==> config.mk <==
export PLATFORM = sky130hd
export DESIGN_NAME = wb_cmd_master_flat
export DESIGN_NICKNAME = d
export VERILOG_FILES = /design/src/rtl/wb_cmd_master_if.sv /design/src/rtl/wb_cmd_master.sv /design/src/flat_wrapper.sv
export SDC_FILE = /design/constraint.sdc
export NUM_CORES = 1
export LEC_CHECK = 0
export CAP_MARGIN = 10
export CORE_UTILIZATION = 50
export CTS_BUF_LIST = sky130_fd_sc_hd__clkbuf_4 sky130_fd_sc_hd__clkbuf_8
export DETAILED_ROUTE_END_ITERATION = 6
export PLACE_DENSITY_LB_ADDON = 0.2
export SYNTH_ARGS = -nofsm -noshare
export SYNTH_HDL_FRONTEND = slang
export SYNTH_SLANG_ARGS = --single-unit
export TNS_END_PERCENT = 50
==> constraint.sdc <==
create_clock -name clk -period 2.5 [get_ports clk]
set_clock_uncertainty 0.05 [all_clocks]
set_input_delay 0.375 -clock clk [delete_from_list [all_inputs] [get_ports clk]]
set_output_delay 0.375 -clock clk [all_outputs]
set_load 0.005 [all_outputs]
==> src/rtl/wb_cmd_master_if.sv <==
// wb_cmd_master_if: bundles the byte-stream command/response handshakes and the classic
// Wishbone initiator signals used by wb_cmd_master.
//   rx_data/rx_valid/rx_ready : command byte stream into the master
//   tx_data/tx_valid/tx_ready : response byte stream out of the master
//   wb_*                      : single-master classic Wishbone cycle signals
// Modports: master (the command engine), slave (byte source/sink plus bus target side).
interface wb_cmd_master_if;
    logic [7:0]  rx_data;
    logic        rx_valid;
    logic        rx_ready;
    logic [7:0]  tx_data;
    logic        tx_valid;
    logic        tx_ready;
    logic [31:0] wb_adr_o;
    logic [31:0] wb_dat_o;
    logic [31:0] wb_dat_i;
    logic [3:0]  wb_sel_o;
    logic        wb_we_o;
    logic        wb_cyc_o;
    logic        wb_stb_o;
    logic        wb_ack_i;

    modport master (
        input  rx_data, rx_valid, tx_ready, wb_dat_i, wb_ack_i,
        output rx_ready, tx_data, tx_valid, wb_adr_o, wb_dat_o, wb_sel_o, wb_we_o, wb_cyc_o,
               wb_stb_o
    );

    modport slave (
        output rx_data, rx_valid, tx_ready, wb_dat_i, wb_ack_i,
        input  rx_ready, tx_data, tx_valid, wb_adr_o, wb_dat_o, wb_sel_o, wb_we_o, wb_cyc_o,
               wb_stb_o
    );
endinterface

==> src/rtl/wb_cmd_master.sv <==
// wb_cmd_master: byte-stream driven Wishbone initiator for debug/loader access.
// Decodes big-endian command frames from a byte source, runs one classic Wishbone cycle per
// command and returns a status byte (plus read data for reads) on a byte sink.
//   Frames : 0x01 WRITE A3..A0 D3..D0 | 0x02 READ A3..A0
//   Status : 0xA5 ok, 0xEE bus timeout, 0xEF unknown opcode
// Ports:
//   clk     system clock
//   rst     synchronous reset, active-low
//   bus_io  command/response streams and Wishbone initiator (wb_cmd_master_if.master)
// Parameters:
//   TIMEOUT_CYCLES  cycles cyc/stb may be held without ack before abort (1..65535)
//   TO_W            timeout counter width, must hold TIMEOUT_CYCLES
// Optional feature macro WB_CMD_AUTOINC_EN: adds 0x11 WRNEXT (op D3..D0) and 0x12 RDNEXT (op)
// using the stored address, which advances by 4 after every successful cycle.
module wb_cmd_master #(
    parameter int unsigned TIMEOUT_CYCLES = 255,
    parameter int unsigned TO_W           = 16
) (
    input  logic             clk,
    input  logic             rst,
    wb_cmd_master_if.master  bus_io
);
    localparam logic [7:0] OpWrite = 8'h01;
    localparam logic [7:0] OpRead  = 8'h02;
`ifdef WB_CMD_AUTOINC_EN
    localparam logic [7:0] OpWrNext = 8'h11;
    localparam logic [7:0] OpRdNext = 8'h12;
`endif
    localparam logic [7:0] StsOk      = 8'hA5;
    localparam logic [7:0] StsTimeout = 8'hEE;
    localparam logic [7:0] StsBadOp   = 8'hEF;
    localparam logic [TO_W-1:0] ToLast = TO_W'(TIMEOUT_CYCLES - 1);

    typedef enum logic [2:0] {StIdle, StAddr, StData, StBus, StStat, StRdat} state_e;

    state_e          state_q, state_d;
    logic [7:0]      op_q, op_d;
    logic [31:0]     adr_q, adr_d;
    logic [31:0]     dat_q, dat_d;
    logic [31:0]     rdat_q, rdat_d;
    logic [7:0]      tx_data_q, tx_data_d;
    logic [1:0]      cnt_q, cnt_d;
    logic [TO_W-1:0] to_q, to_d;
    logic            rx_ready_q, rx_ready_d;
    logic            tx_valid_q, tx_valid_d;
    logic            cyc_q, cyc_d;
    logic            we_q, we_d;
    logic            rx_fire, tx_fire;

    function automatic logic is_write(input logic [7:0] op);
`ifdef WB_CMD_AUTOINC_EN
        return (op == OpWrite) || (op == OpWrNext);
`else
        return op == OpWrite;
`endif
    endfunction

    function automatic logic [7:0] rd_byte(input logic [31:0] w, input logic [1:0] idx);
        logic [7:0] b;
        case (idx)
            2'd0:    b = w[31:24];
            2'd1:    b = w[23:16];
            2'd2:    b = w[15:8];
            default: b = w[7:0];
        endcase
        return b;
    endfunction

    assign rx_fire = bus_io.rx_valid & rx_ready_q;
    assign tx_fire = tx_valid_q & bus_io.tx_ready;

    always_comb begin
        state_d   = state_q;
        op_d      = op_q;
        adr_d     = adr_q;
        dat_d     = dat_q;
        rdat_d    = rdat_q;
        tx_data_d = tx_data_q;
        cnt_d     = cnt_q;
        to_d      = to_q;

        unique case (state_q)
            StIdle: begin
                if (rx_fire) begin
                    cnt_d = 2'd0;
                    to_d  = '0;
                    op_d  = bus_io.rx_data;
                    case (bus_io.rx_data)
                        OpWrite, OpRead: state_d = StAddr;
`ifdef WB_CMD_AUTOINC_EN
                        OpWrNext:        state_d = StData;
                        OpRdNext:        state_d = StBus;
`endif
                        default: begin
                            tx_data_d = StsBadOp;
                            state_d   = StStat;
                        end
                    endcase
                end
            end
            StAddr: begin
                if (rx_fire) begin
                    adr_d = {adr_q[23:0], bus_io.rx_data};
                    cnt_d = cnt_q + 2'd1;
                    if (cnt_q == 2'd3) begin
                        to_d    = '0;
                        state_d = is_write(op_q) ? StData : StBus;
                    end
                end
            end
            StData: begin
                if (rx_fire) begin
                    dat_d = {dat_q[23:0], bus_io.rx_data};
                    cnt_d = cnt_q + 2'd1;
                    if (cnt_q == 2'd3) begin
                        to_d    = '0;
                        state_d = StBus;
                    end
                end
            end
            StBus: begin
                // Ack takes priority over a timeout expiring on the same cycle.
                if (bus_io.wb_ack_i) begin
                    if (!is_write(op_q)) rdat_d = bus_io.wb_dat_i;
`ifdef WB_CMD_AUTOINC_EN
                    adr_d = adr_q + 32'd4;
`endif
                    tx_data_d = StsOk;
                    state_d   = StStat;
                end else if (to_q == ToLast) begin
                    tx_data_d = StsTimeout;
                    state_d   = StStat;
                end else begin
                    to_d = to_q + 1'b1;
                end
            end
            StStat: begin
                if (tx_fire) begin
                    if (!is_write(op_q) && tx_data_q == StsOk) begin
                        cnt_d     = 2'd0;
                        tx_data_d = rd_byte(rdat_q, 2'd0);
                        state_d   = StRdat;
                    end else begin
                        state_d = StIdle;
                    end
                end
            end
            StRdat: begin
                if (tx_fire) begin
                    if (cnt_q == 2'd3) begin
                        state_d = StIdle;
                    end else begin
                        cnt_d     = cnt_q + 2'd1;
                        tx_data_d = rd_byte(rdat_q, cnt_q + 2'd1);
                    end
                end
            end
            default: state_d = StIdle;
        endcase

        // Handshake/bus outputs are registered from the next state so they change on the
        // edge that enters the state and stay glitch-free.
        rx_ready_d = (state_d == StIdle) || (state_d == StAddr) || (state_d == StData);
        tx_valid_d = (state_d == StStat) || (state_d == StRdat);
        cyc_d      = (state_d == StBus);
        we_d       = cyc_d && is_write(op_d);
    end

    always_ff @(posedge clk) begin
        if (!rst) begin
            state_q    <= StIdle;
            op_q       <= 8'h00;
            adr_q      <= 32'h0;
            dat_q      <= 32'h0;
            rdat_q     <= 32'h0;
            tx_data_q  <= 8'h00;
            cnt_q      <= 2'd0;
            to_q       <= '0;
            rx_ready_q <= 1'b0;
            tx_valid_q <= 1'b0;
            cyc_q      <= 1'b0;
            we_q       <= 1'b0;
        end else begin
            state_q    <= state_d;
            op_q       <= op_d;
            adr_q      <= adr_d;
            dat_q      <= dat_d;
            rdat_q     <= rdat_d;
            tx_data_q  <= tx_data_d;
            cnt_q      <= cnt_d;
            to_q       <= to_d;
            rx_ready_q <= rx_ready_d;
            tx_valid_q <= tx_valid_d;
            cyc_q      <= cyc_d;
            we_q       <= we_d;
        end
    end

    assign bus_io.rx_ready = rx_ready_q;
    assign bus_io.tx_data  = tx_data_q;
    assign bus_io.tx_valid = tx_valid_q;
    assign bus_io.wb_adr_o = adr_q;
    assign bus_io.wb_dat_o = dat_q;
    assign bus_io.wb_sel_o = 4'hF;
    assign bus_io.wb_we_o  = we_q;
    assign bus_io.wb_cyc_o = cyc_q;
    assign bus_io.wb_stb_o = cyc_q;
endmodule
==> src/flat_wrapper.sv <==
// flat-port wrapper written by rule: the top's interface ports become plain ports
module wb_cmd_master_flat 
#(
    parameter int unsigned TIMEOUT_CYCLES = 255,
    parameter int unsigned TO_W           = 16
)
  (clk, rst, bus_io_rx_data, bus_io_rx_valid, bus_io_tx_ready, bus_io_wb_dat_i, bus_io_wb_ack_i, bus_io_rx_ready, bus_io_tx_data, bus_io_tx_valid, bus_io_wb_adr_o, bus_io_wb_dat_o, bus_io_wb_sel_o, bus_io_wb_we_o, bus_io_wb_cyc_o, bus_io_wb_stb_o);
  wb_cmd_master_if bus_io_i ();
  input  logic clk;
  input  logic rst;
  input wire logic [$bits(bus_io_i.rx_data)-1:0] bus_io_rx_data;
  input wire logic [$bits(bus_io_i.rx_valid)-1:0] bus_io_rx_valid;
  input wire logic [$bits(bus_io_i.tx_ready)-1:0] bus_io_tx_ready;
  input wire logic [$bits(bus_io_i.wb_dat_i)-1:0] bus_io_wb_dat_i;
  input wire logic [$bits(bus_io_i.wb_ack_i)-1:0] bus_io_wb_ack_i;
  output wire logic [$bits(bus_io_i.rx_ready)-1:0] bus_io_rx_ready;
  output wire logic [$bits(bus_io_i.tx_data)-1:0] bus_io_tx_data;
  output wire logic [$bits(bus_io_i.tx_valid)-1:0] bus_io_tx_valid;
  output wire logic [$bits(bus_io_i.wb_adr_o)-1:0] bus_io_wb_adr_o;
  output wire logic [$bits(bus_io_i.wb_dat_o)-1:0] bus_io_wb_dat_o;
  output wire logic [$bits(bus_io_i.wb_sel_o)-1:0] bus_io_wb_sel_o;
  output wire logic [$bits(bus_io_i.wb_we_o)-1:0] bus_io_wb_we_o;
  output wire logic [$bits(bus_io_i.wb_cyc_o)-1:0] bus_io_wb_cyc_o;
  output wire logic [$bits(bus_io_i.wb_stb_o)-1:0] bus_io_wb_stb_o;
  assign bus_io_i.rx_data = bus_io_rx_data;
  assign bus_io_i.rx_valid = bus_io_rx_valid;
  assign bus_io_i.tx_ready = bus_io_tx_ready;
  assign bus_io_i.wb_dat_i = bus_io_wb_dat_i;
  assign bus_io_i.wb_ack_i = bus_io_wb_ack_i;
  assign bus_io_rx_ready = bus_io_i.rx_ready;
  assign bus_io_tx_data = bus_io_i.tx_data;
  assign bus_io_tx_valid = bus_io_i.tx_valid;
  assign bus_io_wb_adr_o = bus_io_i.wb_adr_o;
  assign bus_io_wb_dat_o = bus_io_i.wb_dat_o;
  assign bus_io_wb_sel_o = bus_io_i.wb_sel_o;
  assign bus_io_wb_we_o = bus_io_i.wb_we_o;
  assign bus_io_wb_cyc_o = bus_io_i.wb_cyc_o;
  assign bus_io_wb_stb_o = bus_io_i.wb_stb_o;
  wb_cmd_master #(.TIMEOUT_CYCLES(TIMEOUT_CYCLES), .TO_W(TO_W)) u_core (.clk(clk), .rst(rst), .bus_io(bus_io_i));
endmodule
-- Yosys cells after proc, flatten, opt, wreduce, memory -nomap -nowiden
Cells that the tools add are included.
- bits in registers: 137
- bits of input ports: 45
- word-level logic and storage cells: 106
- add/subtract/negate cells: 2
- equality and inequality tests: 30
- multiplexer cells: 39
- bitwise gates (word level): 3
- reductions and logical operators: 20
- operator list (operator ; number):
    16-bit two-way mux ; 5
    8-bit two-way mux ; 10
    16-bit one-hot mux with 3 select lines ; 1
    3-bit two-way mux ; 12
    8-bit one-hot mux with 4 select lines ; 1
    8-bit by 1-bit equality test with 1-bit output, second input constant ; 3
    8-bit one-hot mux with 3 select lines ; 1
    3-bit one-hot mux with 6 select lines ; 1
    16-bit by 1-bit adder with 16-bit output, second input constant ; 1
    16-bit by 8-bit equality test with 1-bit output, second input constant ; 1
    3-bit by 2-bit equality test with 1-bit output, second input constant ; 4
    3-bit equality test, second input constant ; 4
    2-bit two-way mux ; 6
    2-bit by 1-bit inequality test with 1-bit output, second input constant ; 6
    8-bit by 2-bit equality test with 1-bit output, second input constant ; 1
    8-bit equality test, second input constant ; 1
    2-bit inequality test, second input constant ; 4
    2-bit one-hot mux with 4 select lines ; 1
    8-bit AND reduction ; 1
    4-bit nonzero test ; 2
    7-bit AND reduction ; 1
    3-bit by 1-bit equality test with 1-bit output, second input constant ; 2
    3-bit logical NOT ; 2
    6-bit AND reduction ; 1
    other kinds (15) ; 22

-- Logic depth before layout (Yosys ltp)
Gate-level depths: netlist of the first run.
- depth after elaboration: 9
- gate-level depth with buffers: 9
- mapped depth without buffers: 8

-- Worst setup path before layout of the first run
Ideal clock, no wire load.
- path type: register to register
- from: register u_core.cnt_q[0]
- to: register u_core.to_q[15]
- arrival time: 2.076 ns
- slack: 0.303 ns
- cell stages (with the launch flop): 8
- cells stage by stage: dfxtp_1 -> ha_1 -> inv_2 -> maj3_2 -> o22a_4 -> or3_4 -> or3_1 -> a21oi_1
- word-level cells in the longest chain between the ends: 3
- ends and longest elaborated chain (item ; RTL line ; text):
    start, declared ; wb_cmd_master.sv:42 ; logic [1:0] cnt_q, cnt_d;
    start signal, assigned ; wb_cmd_master.sv:190 ; cnt_q <= cnt_d;
    2-bit equality test ; wb_cmd_master.sv:105, wb_cmd_master.sv:115 ;
    2-bit by 1-bit inequality test with 1-bit output (no line) ; -- ;
    6-bit AND reduction (no line) ; -- ;
    end signal, assigned ; wb_cmd_master.sv:191 ; to_q <= to_d;
    end, declared ; wb_cmd_master.sv:43 ; logic [TO_W-1:0] to_q, to_d;
No other way between the ends.
A chain may end at the register's enable or synchronous reset.

-- Final worst setup path of the first run
- from: register u_core.cnt_q[1]
- to: register u_core.to_q[15]
Same word-level chain as after synthesis.

==> metrics.yaml, run 1 <==
status:
  status: "finished, violations left"
  violations: "DRC"
route:
  drt_iter0_markers: 377
  drcViolationCount: 16
  viasPerCell: 5.40
  antenna_left: 0
  firstDrtPassIters: 7
  routed_wl_um: 14200
  wl_per_cell_um: 14.3
  dr_total_vias: 5365
synth:
  yosysTopAreaCellShare_pct: 46.0
  synthAdderAreaFrac_pct: 1.66
  muxShareOfSynthArea_pct: 1.51
  ys.flop_type: "dfxtp_1"
  synth_compound_area_share_pct: 20.6
  synth-simple-area-share_pct: 23.9
  netlist_top_cells_area: "dfxtp_1 46%, nand2_1 15%, a21boi_0 12%"
  async_reset_ff_share_pct: 0
  ys_seq_area_share_pct: 46.0
  synth-xor-area-share_pct: 1.61
  synth_edf_count: 0
  synth_top_family_by_area: "simple AND/OR/NAND/NOR gates"
  synth_cells: 724
  synth.avg_cell_area_sq_um: 8.24
  synth.distinct_cells: 57
  synth-seq-cells: 137
  netlist_area_sq_um: 5970
  synth_top_cell_by_area: "dfxtp_1"
  synth_warnings: 0
clocking:
  cts_root_buf: "clkbuf_8"
  clkTransAtPathRegs_ns: 0.07
  cts_tree: "done"
  clock_path_buffers: 2
  clk_latency_ns: 0.45
  cts_buffers: 17
  cts_num_sinks: 137
  cts_setup_buffers: 0
  htreeDepth: 4
placement:
  io_buffers: 121
  dp.final_hpwl_um: 10000
  gp_congestion: 0.863
  place_ws_ns: -0.0514
pwr:
  p_switching_uw: 988
  power_density_nw_per_um2: 586
  power_leakage_uw: 0.00267
  clockPowerShare_pct: 43.7
  p_comb_share_pct: 7.2
  seqPwrFrac_pct: 49.1
  sw_frac_of_total_pct: 21.6
  p_int_uw: 3580
  peakVddDrop_mv: 0.321
floorplan:
  ioPinCount: 126
  die_x_um: 111
  start_util_pct: 51.8
  dieArea_sq_um: 12400
  fp.coreArea_sq_um: 11500
  fp.dieH_um: 111
  num_rows: 39
worst_setup_path:
  critPathKind: "register to register"
  reg2reg_depth: 7
  path_max_fanout: 8
  endpoint_kind: "register"
  critPathLaunchType: "register"
  cp.arrival_ns: 2.66
  ff2ff_setup_slack_ns: 0.16
  r2r_start: "u_core.cnt_q[1]"
  worstPathRequired_ns: 2.82
  max_stage_delay_ns: 0.42
  r2r-end: "u_core.to_q[15]"
  path_cells: "ha_2 -> inv_2 -> maj3_2 -> o22a_4 -> or3_4 -> or3_1 -> a21oi_1"
  cp_slowest_cell: "or3_4"
min_path:
  worstHoldPathType: "primary input to register"
  holdPathStages: 4
  min_to: "u_core.to_q[2]"
  hold_start: "rst"
timing:
  finalMaxSlewViolations: 0
  setup_violations: 0
  slew_headroom_pct: 55.7
  hold-worst-slack_ns: 0.329
  setup_tns_ns: 0
  rsz0062_at_grt: "no"
  post-route-worst-setup-slack_ns: 0.159
  min_period_ns: 2.34
  fmax_ghz: 0.427
  post-route-period-util_pct: 93.6
  worst_pin_slew_ns: 0.662
  hold_viol_final: 0
global_routing:
  antenna_found_initial: 0
  grt_max_degree: 81
  grt_pass1_wl_um: 23600
  gr-total-overflow: 0
  first_global_vias: 4958
  grtUsageTotal_pct: 23.7
layout:
  final_common_cell: "nand2_1"
  antenna_cells: 0
  finish.utilization_pct: 67.6
  syn2layout_area_growth_pct: 30.5
  final_layout_size_suffix_gt1_share_pct: 8.46
  nets: 890
  mostFrequentLayoutCells: "231 x nand2_1, 137 x dfxtp_1, 120 x clkdlybuf4s50_1, 97 x a21boi_0, 24 x o21ai_0"
run:
  cap_violations: 0
## flip-flops by register name, indices dropped and copies added (netlist names)
signal,count
u_core.cnt_q,2
u_core.bus_io.wb_we_o,1
u_core.bus_io.rx_ready,1
u_core.bus_io.tx_valid,1
u_core.op_q,8
u_core.bus_io.wb_cyc_o,1
u_core.bus_io.wb_dat_o,32
u_core.state_q,3
u_core.bus_io.wb_adr_o,32
u_core.to_q,16
u_core.rdat_q,32
u_core.bus_io.tx_data,8
## per-layer routing
metal	track usage [%]	routed length, um
met1	29.6	6300
met2	39.7	6970
met4	8.92	189
met5	0	0
met3	5.36	763
## metrics by stage
step	area, sq um	power [uW]	instances
after global placement	7340	2610	962
after floorplan	5980	2450	727
after global routing	7790	4750	994
after detailed placement	7340	2620	962
final	7790	4570	994
after CTS	7790	4600	994
## worst max path at each step
stage                                   from                  endpoint  slack [ns]  cells after the start
floorplan                    u_core.cnt_q[0]           u_core.to_q[15]        0.30                      7
global placement           bus_io_rx_data[2]  u_core.bus_io.tx_data[7]        0.01                      8
finish                       u_core.cnt_q[1]           u_core.to_q[15]        0.16                      7
CTS                          u_core.cnt_q[1]           u_core.to_q[15]        0.13                      7
global route        u_core.bus_io.tx_data[3]  u_core.bus_io.tx_data[7]        0.01                      6
detailed placement         bus_io_rx_data[2]  u_core.bus_io.tx_data[7]       -0.05                      8
## worst max-delay path: cells and delay by family (launching register included)
| kind | cells | cell delay, ns |
|---|---|---|
| flops | 1 | 0.41 |
| buf+inv | 1 | 0.06 |
| fa+ha+maj | 2 | 0.59 |
| simple gates | 2 | 0.77 |
| compound gates | 2 | 0.39 |
## synth_stat cells, drive strengths merged, types with 6 or more instances
cell and number:
a21boi 97, a21oi 6, a222oi 7, buf 10
clkbuf 42, dfxtp 137, ha 7, inv 15
mux2i 9, nand2 231, nand3 7, nand4 6
nor2 24, nor2b 13, nor4 7, o21ai 25
or3 7, xnor2 8
## what timing repair did
item / in CTS / in global routing
resized for setup: 0 / 1
endpoints found under the setup margin: 0 / 1
hold endpoints to repair: 0 / 0
hold buffers: 0 / 0
## power groups by stage
stage | Combinational [uW] | Clock (uW) | Sequential (uW)
finish | 329 | 1990 | 2240
global route | 355 | 2140 | 2250
CTS | 329 | 2030 | 2240
detailed placement | 328 | 0 | 2290
global placement | 323 | 0 | 2290
floorplan | 163 | 0 | 2290
## cells by family after synthesis
family                   Yosys count
XOR/XNOR                          11
adder cells (fa/ha/maj)            8
AO/OA/AOI/OAI                    166
flip-flops                       137
other                              1
AND/OR/NAND/NOR                  325
buffers and inverters             67
multiplexers                       9
## cell type report
type	instances	area [sq um]
clock buffer	26	339
clock inverter	6	109
fill	968	3730
inverter	15	56.3
multi-input combinational	523	2970
sequential	137	2740
tap	143	179
timing repair buffer	144	1390
Power figures use the tool's default switching activity.
==> run 2: changes to the inputs <==
Settings changed: PLACE_DENSITY set to 0.79, PLACE_DENSITY_LB_ADDON 0.2 to not set, REMOVE_ABC_BUFFERS set to 1.
==> metrics.yaml, run 2 (synthesis gave the netlist of run 1 again) <==
status:
  status: "finished, violations left"
  violations: "DRC"
layout:
  antenna_cells: 0
  mostFrequentLayoutCells: "231 x nand2_1, 136 x dfxtp_1, 120 x clkdlybuf4s50_1, 97 x a21boi_0, 24 x o21ai_0"
  layout.cells.non_filler: 990
  nets: 888
  final_common_cell: "nand2_1"
  finish.utilization_pct: 67.4
  fillers: 920
  seqCellArea_sq_um: 2740
  syn2layout_area_growth_pct: 30.0
  final_layout_size_suffix_gt1_share_pct: 8.15
  multiInputGateArea_sq_um: 2980
timing:
  fmax_ghz: 0.419
  rsz0062_at_grt: "no"
  post-route-period-util_pct: 95.5
  min_period_ns: 2.39
  slew_headroom_pct: 61.3
  setup_tns_ns: 0
  hold_viol_final: 0
  finalMaxSlewViolations: 0
  worst_pin_slew_ns: 0.581
  setup_violations: 0
  post-route-worst-setup-slack_ns: 0.113
global_routing:
  first_global_vias: 5158
  grt_max_degree: 129
  antenna_found_initial: 0
  grtUsageTotal_pct: 24.0
  grt_pass1_wl_um: 24300
  gr-total-overflow: 0
clocking:
  cts_hold_buf: 0
  cts_num_sinks: 137
  clock_path_buffers: 2
  cts_setup_buffers: 0
  cts_buffers: 17
  cts_root_buf: "clkbuf_8"
  clk_latency_ns: 0.43
  clkTransAtPathRegs_ns: 0.08
  htreeDepth: 4
  cts_tree: "done"
pwr:
  power_uw: 4520
  peakVddDrop_mv: 0.336
  power_density_nw_per_um2: 583
  power_leakage_uw: 0.00265
worst_setup_path:
  path_max_fanout: 8
  critPathLaunchType: "register"
  path_cells: "ha_1 -> inv_2 -> maj3_2 -> o22a_4 -> or3_4 -> or3_1 -> a21oi_1"
  endpoint_kind: "register"
  max_stage_delay_ns: 0.42
  cp_slowest_cell: "dfxtp_1"
  path_buf_inv: 1
  critPathKind: "register to register"
  crit_family: "simple AND/OR/NAND/NOR gates"
  cp.arrival_ns: 2.70
  worstPathRequired_ns: 2.81
route:
  firstDrtPassIters: 7
  viasPerCell: 5.45
  routed_wl_um: 14400
  drt_iter0_markers: 479
  dr_total_vias: 5391
  antenna_left: 0
  drcViolationCount: 28
  wl_per_cell_um: 14.5
floorplan:
  ioPinCount: 126
  num_rows: 39
  dieArea_sq_um: 12400
  die_x_um: 111
  fp.dieH_um: 111
  fp.coreArea_sq_um: 11500
  start_util_pct: 51.8
placement:
  dp.cells: 960
  dp.final_hpwl_um: 10000
  io_buffers: 121
  gp_congestion: 0.876
  place_ws_ns: -0.130
min_path:
  worstHoldPathType: "primary input to register"
run:
  cap_violations: 0
[run 2: cell count changes in the layout (fill, tap and decap cells not counted), sizes merged]
cell | previous run | this run
bufinv | 3 | 4
buf | 24 | 22
clkinv | 3 | 5
inv | 15 | 16
clkbuf | 26 | 19
clkinvlp | 0 | 1
[run 2: per-stage QoR]
stage	hold slack, ns	instance area (sq um)
3_3_place_gp	0.399	7320
5_1_grt	0.429	7760
2_1_floorplan	0.388	5760
3_5_place_dp	0.407	7320
4_1_cts	0.385	7750
6_report	0.414	7760
[run 2: metal layers]
metal	vias up	routed length, um	GRT usage [%]
li1	2665	-	-
met1	2490	6330	30.2
met2	215	6830	40.0
met3	21	1030	6.29
met4	0	185	7.39
met5	-	0	0
[run 2: layout make-up]
type / count / area share [%]
Clock buffer: 19 / 3.29
Clock inverter: 11 / 2.23
Inverter: 15 / 0.726
Multi-Input combinational cell: 523 / 38.4
Sequential cell: 137 / 35.4
Tap cell: 143 / 2.31
Timing Repair Buffer: 142 / 17.7
[run 2: what timing repair did]
action                     4_1_cts  5_1_grt
setup endpoints to repair        0       10
resized for setup                0        3
hold endpoints to repair         0        0
[run 2: tightest hold or removal path, delay by kind of cell]
family | cells | cell delay [ns]
buf+inv | 2 | 0.34
compound gates | 2 | 0.12
[run 2: worst paths after layout]
check                         from               end  slack, ns  cells past startpoint
setup / recovery   u_core.cnt_q[0]   u_core.to_q[15]       0.11                      7
hold reg to reg   u_core.rdat_q[3]  u_core.rdat_q[3]       0.42                      2
setup reg to reg   u_core.cnt_q[0]   u_core.to_q[15]       0.11                      7
hold / removal                 rst    u_core.to_q[7]       0.41                      4
[run 2: report_power, final]
part | internal, uW | switching (uW) | total, uW
logic | 184 | 155 | 339
registers | 2210 | 32.3 | 2250
clock network | 1120 | 820 | 1940
total | 3520 | 1010 | 4520
